$ cat config.mk
export PLATFORM = sky130hd
export DESIGN_NAME = restoring_divider
export DESIGN_NICKNAME = d
export VERILOG_FILES = /design/src/rtl/divider_pkg.sv /design/src/rtl/div_sub_stage.sv /design/src/rtl/restoring_divider.sv
export SDC_FILE = /design/constraint.sdc
export NUM_CORES = 1
export LEC_CHECK = 0
export BUFFER_PORTS_ARGS = -buffer_cell sky130_fd_sc_hd__clkbuf_2
export CORE_MARGIN = 3
export CORE_UTILIZATION = 35
export DETAILED_ROUTE_END_ITERATION = 6
export SLEW_MARGIN = 20
export SYNTH_ARGS = -nofsm -noshare
export SYNTH_HDL_FRONTEND = slang
export SYNTH_SLANG_ARGS = --single-unit
$ cat constraint.sdc
create_clock -name clk -period 2.9 [get_ports clk]
set_clock_uncertainty 0.1 [all_clocks]
set_input_delay 0.29 -clock clk [delete_from_list [all_inputs] [get_ports clk]]
set_output_delay 0.29 -clock clk [all_outputs]
set_load 0.05 [all_outputs]
$ cat src/rtl/divider_pkg.sv
`default_nettype none
// ============================================================================
// Module      : divider_pkg
// Description : Shared definitions for the restoring divider: state encoding
//               constants and the FSM state type.
// Revision    : 1.0 - initial release
// ============================================================================
package divider_pkg;

  localparam int STATE_W = 3;

  localparam logic [STATE_W-1:0] S_IDLE  = 3'd0;
  localparam logic [STATE_W-1:0] S_SHIFT = 3'd1;
  localparam logic [STATE_W-1:0] S_SUB   = 3'd2;
  localparam logic [STATE_W-1:0] S_FIX   = 3'd3;
  localparam logic [STATE_W-1:0] S_DONE  = 3'd4;

  typedef enum logic [STATE_W-1:0] {
    ST_IDLE  = S_IDLE,
    ST_SHIFT = S_SHIFT,
    ST_SUB   = S_SUB,
    ST_FIX   = S_FIX,
    ST_DONE  = S_DONE
  } state_t;

endpackage
`default_nettype wire

$ cat src/rtl/div_sub_stage.sv
`default_nettype none
// ============================================================================
// Module      : div_sub_stage
// Description : Combinational WIDTH+1-bit trial subtraction A - {0,M}.
//               o_ge is high when A >= M (difference is non-negative).
// Ports       : i_a    [WIDTH:0]   partial remainder
//               i_m    [WIDTH-1:0] divisor
//               o_diff [WIDTH:0]   A - {0,M}
//               o_ge   1           A >= M
// Revision    : 1.0 - initial release
// ============================================================================
module div_sub_stage #(
  parameter int WIDTH = 8
) (
  input  logic [WIDTH:0]   i_a,
  input  logic [WIDTH-1:0] i_m,
  output logic [WIDTH:0]   o_diff,
  output logic             o_ge
);

  assign o_diff = i_a - {1'b0, i_m};
  // A never exceeds 2M-1, so the MSB of the wrapped difference is a valid sign.
  assign o_ge   = ~o_diff[WIDTH];

endmodule
`default_nettype wire

$ cat src/rtl/restoring_divider.sv
`default_nettype none
// ============================================================================
// Module      : restoring_divider
// Description : Sequential restoring (shift-and-subtract) integer divider.
//               One quotient bit per two clocks (SHIFT then SUB).
//               Optional macro SIGNED_DIV_EN: two's complement operands,
//               magnitude division plus a one-cycle sign FIX state.
// Ports       : clk          rising-edge clock
//               reset        asynchronous active-low reset
//               start        request, sampled when not busy
//               dividend     numerator   [WIDTH-1:0]
//               divisor      denominator [WIDTH-1:0]
//               quotient     registered result [WIDTH-1:0]
//               remainder    registered result [WIDTH-1:0]
//               busy         high while iterating
//               o_ready      high in DONE, results valid
//               div_by_zero  high in DONE when the divisor was zero
// Revision    : 1.0 - initial release
// ============================================================================
module restoring_divider #(
  parameter int WIDTH = 8
) (
  input  logic             clk,
  input  logic             reset,
  input  logic             start,
  input  logic [WIDTH-1:0] dividend,
  input  logic [WIDTH-1:0] divisor,
  output logic [WIDTH-1:0] quotient,
  output logic [WIDTH-1:0] remainder,
  output logic             busy,
  output logic             o_ready,
  output logic             div_by_zero
);

  import divider_pkg::*;

  localparam int              CNT_W      = $clog2(WIDTH + 1);
  localparam logic [CNT_W-1:0] C_CNT_INIT = CNT_W'(WIDTH);
  localparam logic [CNT_W-1:0] C_CNT_ONE  = CNT_W'(1);

  state_t           r_state;
  logic [WIDTH:0]   r_a;
  logic [WIDTH-1:0] r_q;
  logic [WIDTH-1:0] r_m;
  logic [CNT_W-1:0] r_count;

  logic [WIDTH:0]   w_diff;
  logic             w_ge;
  logic [WIDTH:0]   w_a_next;
  logic [WIDTH-1:0] w_q_next;
  logic [WIDTH-1:0] w_dd_load;
  logic [WIDTH-1:0] w_dv_load;

`ifdef SIGNED_DIV_EN
  logic r_sq;
  logic r_sr;
  // Division runs on magnitudes; -2^(WIDTH-1) maps onto itself, which is the
  // correct unsigned magnitude.
  assign w_dd_load = dividend[WIDTH-1] ? (~dividend + WIDTH'(1)) : dividend;
  assign w_dv_load = divisor[WIDTH-1]  ? (~divisor  + WIDTH'(1)) : divisor;
`else
  assign w_dd_load = dividend;
  assign w_dv_load = divisor;
`endif

  div_sub_stage #(
    .WIDTH (WIDTH)
  ) u_sub (
    .i_a    (r_a),
    .i_m    (r_m),
    .o_diff (w_diff),
    .o_ge   (w_ge)
  );

  // Restore A when the trial subtraction goes negative.
  assign w_a_next = w_ge ? w_diff : r_a;
  assign w_q_next = {r_q[WIDTH-1:1], w_ge};

  always_ff @(posedge clk or negedge reset) begin
    if (!reset) begin
      r_state     <= ST_IDLE;
      r_a         <= '0;
      r_q         <= '0;
      r_m         <= '0;
      r_count     <= '0;
      quotient    <= '0;
      remainder   <= '0;
      busy        <= 1'b0;
      o_ready     <= 1'b0;
      div_by_zero <= 1'b0;
`ifdef SIGNED_DIV_EN
      r_sq        <= 1'b0;
      r_sr        <= 1'b0;
`endif
    end else begin
      case (r_state)
        ST_IDLE, ST_DONE: begin
          if (start) begin
            o_ready     <= 1'b0;
            div_by_zero <= 1'b0;
            r_a         <= '0;
            r_q         <= w_dd_load;
            r_m         <= w_dv_load;
            r_count     <= C_CNT_INIT;
`ifdef SIGNED_DIV_EN
            r_sq        <= dividend[WIDTH-1] ^ divisor[WIDTH-1];
            r_sr        <= dividend[WIDTH-1];
`endif
            if (divisor == '0) begin
              // Raw dividend goes to remainder, even in the signed build.
              r_state     <= ST_DONE;
              quotient    <= '1;
              remainder   <= dividend;
              div_by_zero <= 1'b1;
              o_ready     <= 1'b1;
            end else begin
              r_state <= ST_SHIFT;
              busy    <= 1'b1;
            end
          end
        end

        ST_SHIFT: begin
          {r_a, r_q} <= {r_a[WIDTH-1:0], r_q, 1'b0};
          r_state    <= ST_SUB;
        end

        ST_SUB: begin
          r_a     <= w_a_next;
          r_q     <= w_q_next;
          r_count <= r_count - C_CNT_ONE;
          if (r_count == C_CNT_ONE) begin
            quotient  <= w_q_next;
            remainder <= w_a_next[WIDTH-1:0];
`ifdef SIGNED_DIV_EN
            r_state   <= ST_FIX;
`else
            r_state   <= ST_DONE;
            busy      <= 1'b0;
            o_ready   <= 1'b1;
`endif
          end else begin
            r_state <= ST_SHIFT;
          end
        end

`ifdef SIGNED_DIV_EN
        ST_FIX: begin
          if (r_sq) quotient  <= ~quotient  + WIDTH'(1);
          if (r_sr) remainder <= ~remainder + WIDTH'(1);
          r_state <= ST_DONE;
          busy    <= 1'b0;
          o_ready <= 1'b1;
        end
`endif

        default: begin
          r_state <= ST_IDLE;
          busy    <= 1'b0;
        end
      endcase
    end
  end

endmodule
`default_nettype wire

==> results.yml, run 1 <==
status:
  status: "complete, no violations"
clock_tree:
  cts.sink_count: 51
  numCtsBuffers: 5
  htreeDepth: 2
  clkTransAtPathRegs_ps: 100
  root_buffer: "clkbuf_8"
  cts_tree: "built"
  cts_buffer_depth: 2
  clk_latency_ps: 310
timing:
  finalSetupViolCount: 0
  worst_pin_slew_ps: 922
  fmax_ghz: 0.362
  period_minus_slack_ps: 2760
  finalMaxSlewViolations: 0
  finalCritPeriodShare: 0.952
  hold_viol_final: 0
  relSlewSlack: 0.385
  tns_ps: 0
global_routing:
  met2_usage: 0.245
  grt_antenna_before_repair: 0
  busiest_layer: "met2"
  grt_pass1_wl_microns: 10800
  met3_usage: 0.0298
  grt.total_usage: 0.157
  grtUsageMet1: 0.220
  grt_overflow: 0
  grt_pass1_vias: 2194
  grt_max_degree: 40
worst_hold_path:
  hold_depth: 3
  worstHoldEndpoint: "r_m[4]"
  hold_class: "in2reg"
  worst_hold_startpoint: "divisor[4]"
pwr:
  power_density_nw_per_um2: 1250
  vdd_ir_drop_max_mv: 0.554
  leakage_uw: 0.00148
critical_path:
  cp-startpoint: "r_a[0]"
  path_max_fanout: 4
  crit_type: "reg2reg"
  critPathRequiredTime_ps: 3030
  reg2reg_depth: 11
  worstReg2RegEnd: "remainder[0]"
  ff2ff_setup_slack_ps: 140
  r2r_start: "r_a[0]"
  crit_path_start_kind: "flip-flop"
  cp-end-kind: "flip-flop"
  crit_arrival_ps: 2890
logic_synthesis:
  ys_top_cells_by_area: "dfrtp_1 48%, nand2_1 5.0%, ha_1 4.7%"
  ys_ff_latch: 51
  yosysWarnings: 0
  yosysTopAreaCell: "dfrtp_1"
  yosysSeqAreaShare: 0.481
  synth.distinct_cells: 49
  dominantRegCellSynth: "dfrtp_1"
  synth_top_area_frac: 0.481
  synth_nets: 304
  synth.avg_cell_area_sq_um: 9.69
  yosysMostFrequentCell: "dfrtp_1"
  synth_cells: 274
  synth_edf_count: 0
  async_flop_share: 1.00
  synth_top_cells_by_count: "51 x dfrtp_1, 35 x nand2_1, 29 x nor2_1"
  synth_area_sq_um: 2650
cells_and_area:
  fin_area_sq_um: 3190
  fin_nets: 352
  multi_input_area_sq_um: 1330
  syn_to_final_growth_pct: 20.2
  n_antenna_cell: 0
  seq_area_sq_um: 1280
  fillers: 772
  final_layout_size_suffix_gt1_frac: 0.214
floorplan:
  start_util: 0.364
  core_area_sq_um: 7290
  die_h_microns: 93.1
  core.rowCount: 31
  ios: 38
  dieWidth_microns: 93.1
  die_area_sq_um: 8660
placed_design:
  place_congestion: 0.783
  port_buffers: 37
  place_area_sq_um: 2980
  dpl.hpwl_microns: 4780
run:
  maxCapViolCount: 0
route:
  antenna_left: 0
  finalWirelength_microns: 6520
  dr.pass1.iters: 4
  routedWlPerCell_microns: 15.4
  drt_first_iter_violations: 106
  route.detailed.drc: 0
  vias_per_cell: 5.14
  num_vias: 2168
==> cell usage in the layout, fill, tap and decap left out, types with 3 or more instances in the layout <==
cell type and n:
a21oi_1 13, a221o_1 8, a22oi_1 5, and2_1 8
buf_4 11, clkbuf_2 37, clkbuf_8 5, dfrtp_1 51
ha_1 10, inv_1 12, mux2i_1 6, nand2_1 35
nand3_1 7, nand3b_1 3, nor2_1 29, nor3_1 11
o21a_1 3, o21ai_0 15, o21ai_1 3, o22ai_1 6
xnor2_1 3
==> report_power, final <==
| part | internal, uW | switching (uW) |
|---|---|---|
| Combinational | 906 | 1400 |
| Clock | 262 | 255 |
| Sequential | 982 | 205 |
| Total | 2150 | 1850 |
==> critical path: stages, from the launching register on <==
cell	delay (ps)
dfrtp_1	410
inv_1	80
ha_1	170
inv_1	60
fa_2	370
a211oi_4	290
nor3_2	100
nor3_4	190
buf_6	160
xor2_4	220
mux2_1	350
o221ai_1	180
==> registers in the layout, summed over array words and instances (netlist names) <==
register     cells
o_ready          1
r_state          3
r_m              8
quotient         8
div_by_zero      1
r_a              9
remainder        8
r_count          4
r_q              8
busy             1
==> per-stage QoR <==
step	util	cells	setup slack, ps	power, uW	hold slack, ps
global route	0.438	422	-17.9	4300	105
detailed placement	0.409	407	40.7	3260	121
floorplan	-	274	272	2740	-106
finish	0.438	422	140	4000	96.2
CTS	0.426	416	6.29	3790	94.2
global placement	0.409	407	127	3220	102
==> layout make-up <==
class | count | share of cell area
Clock inverter | 3 | 0.0149
Multi-Input combinational cell | 201 | 0.416
Timing Repair Buffer | 51 | 0.0941
Sequential cell | 51 | 0.400
Clock buffer | 5 | 0.0216
Inverter | 12 | 0.0141
Tap cell | 99 | 0.0388
==> worst max-delay path by stage <==
stage	to	slack [ps]
floorplan	remainder[0]	270
global placement	r_a[0]	130
detailed placement	r_a[1]	40
CTS	r_a[1]	6
global route	remainder[0]	-20
finish	remainder[0]	140
==> cell families after synthesis <==
family                     share of synthesized area
AOI/OAI and AO/OA                              0.182
xor gates and xnor gates                      0.0288
adders and majority gates                     0.0547
buffers and inverters                         0.0325
DFF                                            0.481
muxes                                         0.0269
and+or+nand+nor                                0.194
==> routing by layer <==
metal  routed length, microns  part of all wire
met1                     3170              0.49
met2                     2950              0.45
met3                      343             0.053
met4                       51            0.0078
met5                        0                 0
==> what timing repair did <==
item	in CTS	in global routing
resized for setup	0	6
setup buffers	0	6
hold buffers	1	0
setup endpoints to repair	0	13
hold endpoints to repair	12	0
Power figures use the tool's default switching activity.
==> run 2, diff against run 1 <==
--- a/config.mk
+++ b/config.mk
@@ -5,6 +5,7 @@
 export SDC_FILE = /design/constraint.sdc
 export NUM_CORES = 1
 export LEC_CHECK = 0
+export ABC_AREA = 1
 export BUFFER_PORTS_ARGS = -buffer_cell sky130_fd_sc_hd__clkbuf_2
 export CORE_MARGIN = 3
 export CORE_UTILIZATION = 35
==> results.yml, run 2 <==
status:
  status: "finished with violations"
  violations: "negative hold slack"
logic_synthesis:
  yosysMostFrequentCell: "nand2_1"
  dominantRegCellSynth: "dfrtp_1"
  synth_edf_count: 0
  ys_ff_latch: 51
  synth.distinct_cells: 31
  yosysWarnings: 0
  synth.avg_cell_area_sq_um: 7.75
  async_flop_share: 1.00
  ys_top_cells_by_area: "dfrtp_1 45%, nand2_1 15%, nand3_1 6.9%"
  synth_cells: 364
  synth_top_area_frac: 0.452
  synth_top_cells_by_count: "114 x nand2_1, 51 x dfrtp_1, 46 x inv_1"
  synth_nets: 394
  synth_area_sq_um: 2820
  yosysTopAreaCell: "dfrtp_1"
  yosysSeqAreaShare: 0.452
timing:
  whs_ps: -8.14
  rsz0062_at_grt: "false"
  finalSetupViolCount: 0
  setup_slack_ps: 720
  tns_ps: 0
  finalMaxSlewViolations: 0
  worst_pin_slew_ps: 655
  fmax_ghz: 0.459
  period_minus_slack_ps: 2180
  hold_viol_final: 5
  finalCritPeriodShare: 0.752
  relSlewSlack: 0.563
cells_and_area:
  top_register: "r_a"
  layout_commonest_cell: "nand2_1"
  n_antenna_cell: 0
  syn_to_final_growth_pct: 14.0
  final_cell_mix: "114 x nand2_1, 51 x dfrtp_1, 46 x inv_1"
  final_layout_size_suffix_gt1_frac: 0.179
  fin_nets: 433
  largest_reg_flops: 9
floorplan:
  core_area_sq_um: 7770
  dieWidth_microns: 95.8
  core.rowCount: 32
  start_util: 0.363
  die_h_microns: 95.8
  ios: 38
  die_area_sq_um: 9180
critical_path:
  crit_path_cell_trace: "inv_1, ha_1, inv_1, fa_1, nand2_1, nand2_1, nand3_1, nand2_1, nand2_1, nand2_2, nand3_1, nand3_1, nand2_1, inv_1"
  crit_path_start_kind: "flip-flop"
  r2r_start: "r_a[0]"
  worstReg2RegEnd: "remainder[1]"
  ff2ff_setup_slack_ps: 720
  cp_common_cell: "nand2_1"
  cp-end-kind: "flip-flop"
  critPathRequiredTime_ps: 3010
  path_max_fanout: 9
  reg2reg_depth: 14
  crit_type: "reg2reg"
  slowest_stage: "dfrtp_1"
  crit_arrival_ps: 2290
  critPathMaxStageDelay_ps: 410
clock_tree:
  clkTransAtPathRegs_ps: 90
  hold_buffers: 0
  cts_setup_buffers: 0
  post_cts_resized: 0
  htreeDepth: 2
  clk_latency_ps: 300
  cts.sink_count: 51
  cts_buffer_depth: 2
  numCtsBuffers: 5
  cts_tree: "built"
  root_buffer: "clkbuf_8"
pwr:
  power_density_nw_per_um2: 1100
  power_uw: 3550
  vdd_ir_drop_max_mv: 0.281
  leakage_uw: 0.00165
global_routing:
  grt_pass1_vias: 2330
  grt_pass1_wl_microns: 11000
  grt_overflow: 0
  grt.total_usage: 0.155
  grt_max_degree: 52
  grt_antenna_before_repair: 0
placed_design:
  dpl.hpwl_microns: 4970
  port_buffers: 37
  place_congestion: 0.815
  dp_slack_ps: 713
route:
  drt_first_iter_violations: 164
  route.detailed.drc: 0
  vias_per_cell: 4.78
  finalWirelength_microns: 6620
  num_vias: 2416
  antenna_left: 0
  routedWlPerCell_microns: 13.1
  dr.pass1.iters: 4
worst_hold_path:
  hold_class: "in2async"
run:
  maxCapViolCount: 0
[run 2: critical path: cells and delay by family (launching register included)]
| kind | cells | cell delay [ps] |
|---|---|---|
| fa+ha+maj | 2 | 550 |
| buf+inv | 3 | 160 |
| simple gates | 9 | 880 |
| flops | 1 | 410 |
[run 2: worst max-delay path by stage]
stage / startpoint / endpoint / slack [ps] / cells past startpoint
2_1_floorplan: r_a[0] / remainder[7] / 930 / 14
3_3_place_gp: r_a[0] / remainder[1] / 780 / 14
3_5_place_dp: r_a[0] / remainder[1] / 710 / 14
4_1_cts: r_a[0] / remainder[1] / 700 / 14
5_1_grt: r_a[0] / remainder[7] / 520 / 14
6_report: r_a[0] / remainder[1] / 720 / 14
[run 2: cell families after synthesis]
family,Yosys count,synth area share
buffers and inverters,61,0.0887
AND/OR/NAND/NOR,194,0.309
adder cells (fa/ha/maj),11,0.0514
flip-flops,51,0.452
AO/OA/AOI/OAI,44,0.0891
XOR/XNOR,3,0.00931
[run 2: power breakdown]
group          leakage (uW)  switching (uW)  internal [uW]
combinational      0.000977            1330            595
sequential         0.000620             161            979
clock             0.0000513             233            253
total               0.00165            1720           1830
[run 2: routing by layer]
layer	track usage	share of wire	vias up	wire, microns
met3	0.0305	0.038	7	252
met4	0.0427	0.011	0	76
met5	0	0	-	0
met2	0.270	0.50	38	3310
li1	-	-	1246	-
met1	0.195	0.45	1125	2970
[run 2: final cells by class]
class / count / area [sq um]
inverter: 51 / 193
sequential: 51 / 1280
clock inverter: 1 / 30.0
clock buffer: 6 / 72.6
fill: 815 / 4550
timing repair buffer: 42 / 223
tap: 102 / 128
multi-input combinational: 252 / 1300
[run 2: stage by stage]
| step | instances | cell area (sq um) | hold WS [ps] | utilization |
|---|---|---|---|---|
| after floorplan | 364 | 2820 | -106 | - |
| after global placement | 498 | 3120 | 350 | 0.401 |
| after detailed placement | 498 | 3120 | 356 | 0.401 |
| after CTS | 505 | 3220 | 20.6 | 0.414 |
| after global routing | 505 | 3220 | 40.1 | 0.414 |
| final | 505 | 3220 | -8.14 | 0.414 |
==> run 3, diff against run 2 <==
==> constraint.sdc (replaced) <==
create_clock -name clk -period 2.05 [get_ports clk]
set_clock_uncertainty 0.1 [all_clocks]
set_input_delay 0.205 -clock clk [delete_from_list [all_inputs] [get_ports clk]]
set_output_delay 0.205 -clock clk [all_outputs]
set_load 0.05 [all_outputs]
==> results.yml, run 3 (synthesis results as in run 2) <==
clock_tree:
  htreeDepth: 2
  clk_latency_ps: 310
  root_buffer: "clkbuf_8"
  cts_buffer_depth: 2
  cts.sink_count: 51
  numCtsBuffers: 5
  clkTransAtPathRegs_ps: 90
  cts_setup_buffers: 0
  cts_tree: "built"
route:
  drt_first_iter_violations: 127
  finalWirelength_microns: 6890
  num_vias: 2543
  vias_per_cell: 4.91
  antenna_left: 0
  dr.pass1.iters: 4
  route.detailed.drc: 0
  routedWlPerCell_microns: 13.3
floorplan:
  core.rowCount: 32
  dieWidth_microns: 95.8
  core_area_sq_um: 7770
  die_h_microns: 95.8
  die_area_sq_um: 9180
  start_util: 0.363
  ios: 38
timing:
  finalSetupViolCount: 0
  tns_ps: 0
  period_minus_slack_ps: 1990
  fmax_ghz: 0.502
  worst_pin_slew_ps: 526
  relSlewSlack: 0.649
  finalMaxSlewViolations: 0
  hold_viol_final: 0
  finalCritPeriodShare: 0.972
  rsz0062_at_grt: "true"
  whs_ps: 32.9
critical_path:
  critical_path.endpoint: "remainder[5]"
  cp-end-kind: "flip-flop"
  crit_arrival_ps: 2100
  r2r_start: "r_a[0]"
  crit_path_start_kind: "flip-flop"
  ff2ff_setup_slack_ps: 60
  critPathRequiredTime_ps: 2160
  reg2reg_depth: 14
  crit_type: "reg2reg"
  worstReg2RegEnd: "remainder[5]"
  cp-startpoint: "r_a[0]"
  path_max_fanout: 5
placed_design:
  port_buffers: 37
  place_congestion: 0.825
  dpl.hpwl_microns: 4980
  dp.cells: 508
status:
  status: "complete, no violations"
cells_and_area:
  layout_commonest_cell: "nand2_1"
  top_register: "r_a"
  final_cells: 518
  final_core_util: 0.460
  syn_to_final_growth_pct: 26.7
  final_layout_size_suffix_gt1_frac: 0.288
  n_antenna_cell: 0
  fin_nets: 446
  largest_reg_flops: 9
  final_cell_mix: "109 x nand2_1, 51 x dfrtp_1, 45 x inv_1"
pwr:
  leakage_uw: 0.00175
  vdd_ir_drop_max_mv: 0.470
  power_density_nw_per_um2: 1580
global_routing:
  grt_max_degree: 34
  grt_overflow: 0
  grt.total_usage: 0.153
  grt_antenna_before_repair: 0
  grt_pass1_wl_microns: 11100
  grt_pass1_vias: 2344
run:
  maxCapViolCount: 0
worst_hold_path:
  hold_class: "in2reg"
## run 3: per-stage QoR
stage	setup WS (ps)	total power, uW	cell area [sq um]
after global routing	-89.0	6150	3580
after detailed placement	-62.7	4510	3200
after global placement	-12.8	4460	3200
after floorplan	79.6	3730	2820
after CTS	-19.5	5270	3350
final	58.4	5670	3580
## run 3: repair_timing
action | CTS | global route
hold buffers | 1 | 0
setup endpoints to repair | 10 | 19
pin swaps | 0 | 9
gates cloned | 0 | 2
endpoints found under the hold margin | 18 | 0
resized for setup | 7 | 42
## run 3: where the power goes
group	internal (uW)	switching (uW)	leakage [uW]	total (uW)
clock network	357	337	0.0000502	694
registers	1380	241	0.000620	1630
logic	1110	2230	0.00108	3340
total	2850	2810	0.00175	5670
## run 3: worst min-delay path by stage
stage                     from          end  slack [ps]  cells after the start
floorplan                reset         busy        -190                      0
global placement         reset      o_ready         100                      1
detailed placement       reset  div_by_zero         110                      1
CTS                 divisor[0]       r_m[0]          30                      3
finish              divisor[7]       r_m[7]          30                      3
global route        divisor[1]       r_m[1]          50                      3
## run 3: routing by layer
layer / vias up / global-route usage / part of all wire
met2: 73 / 0.239 / 0.47
met4: 0 / 0.0652 / 0.018
li1: 1274 / - / -
met3: 8 / 0.0274 / 0.054
met1: 1188 / 0.208 / 0.45
met5: - / 0 / 0
## run 3: final cells by class
class / count / area (sq um)
fill: 785 / 4190
multi-input combinational: 254 / 1550
sequential: 51 / 1280
timing repair buffer: 53 / 320
inverter: 51 / 193
tap: 102 / 128
clock buffer: 5 / 68.8
clock inverter: 2 / 37.5
## run 3: worst max-delay path, cell delays in order, from the launching register on
cell	delay [ps]
dfrtp_1	390
inv_1	60
ha_2	160
inv_2	40
fa_2	340
nand2_2	90
nand2_4	60
nand3_4	100
nand2_4	80
nand2_4	130
nand2_4	90
nand3_2	80
nand3_1	80
nand2_1	60
inv_1	30
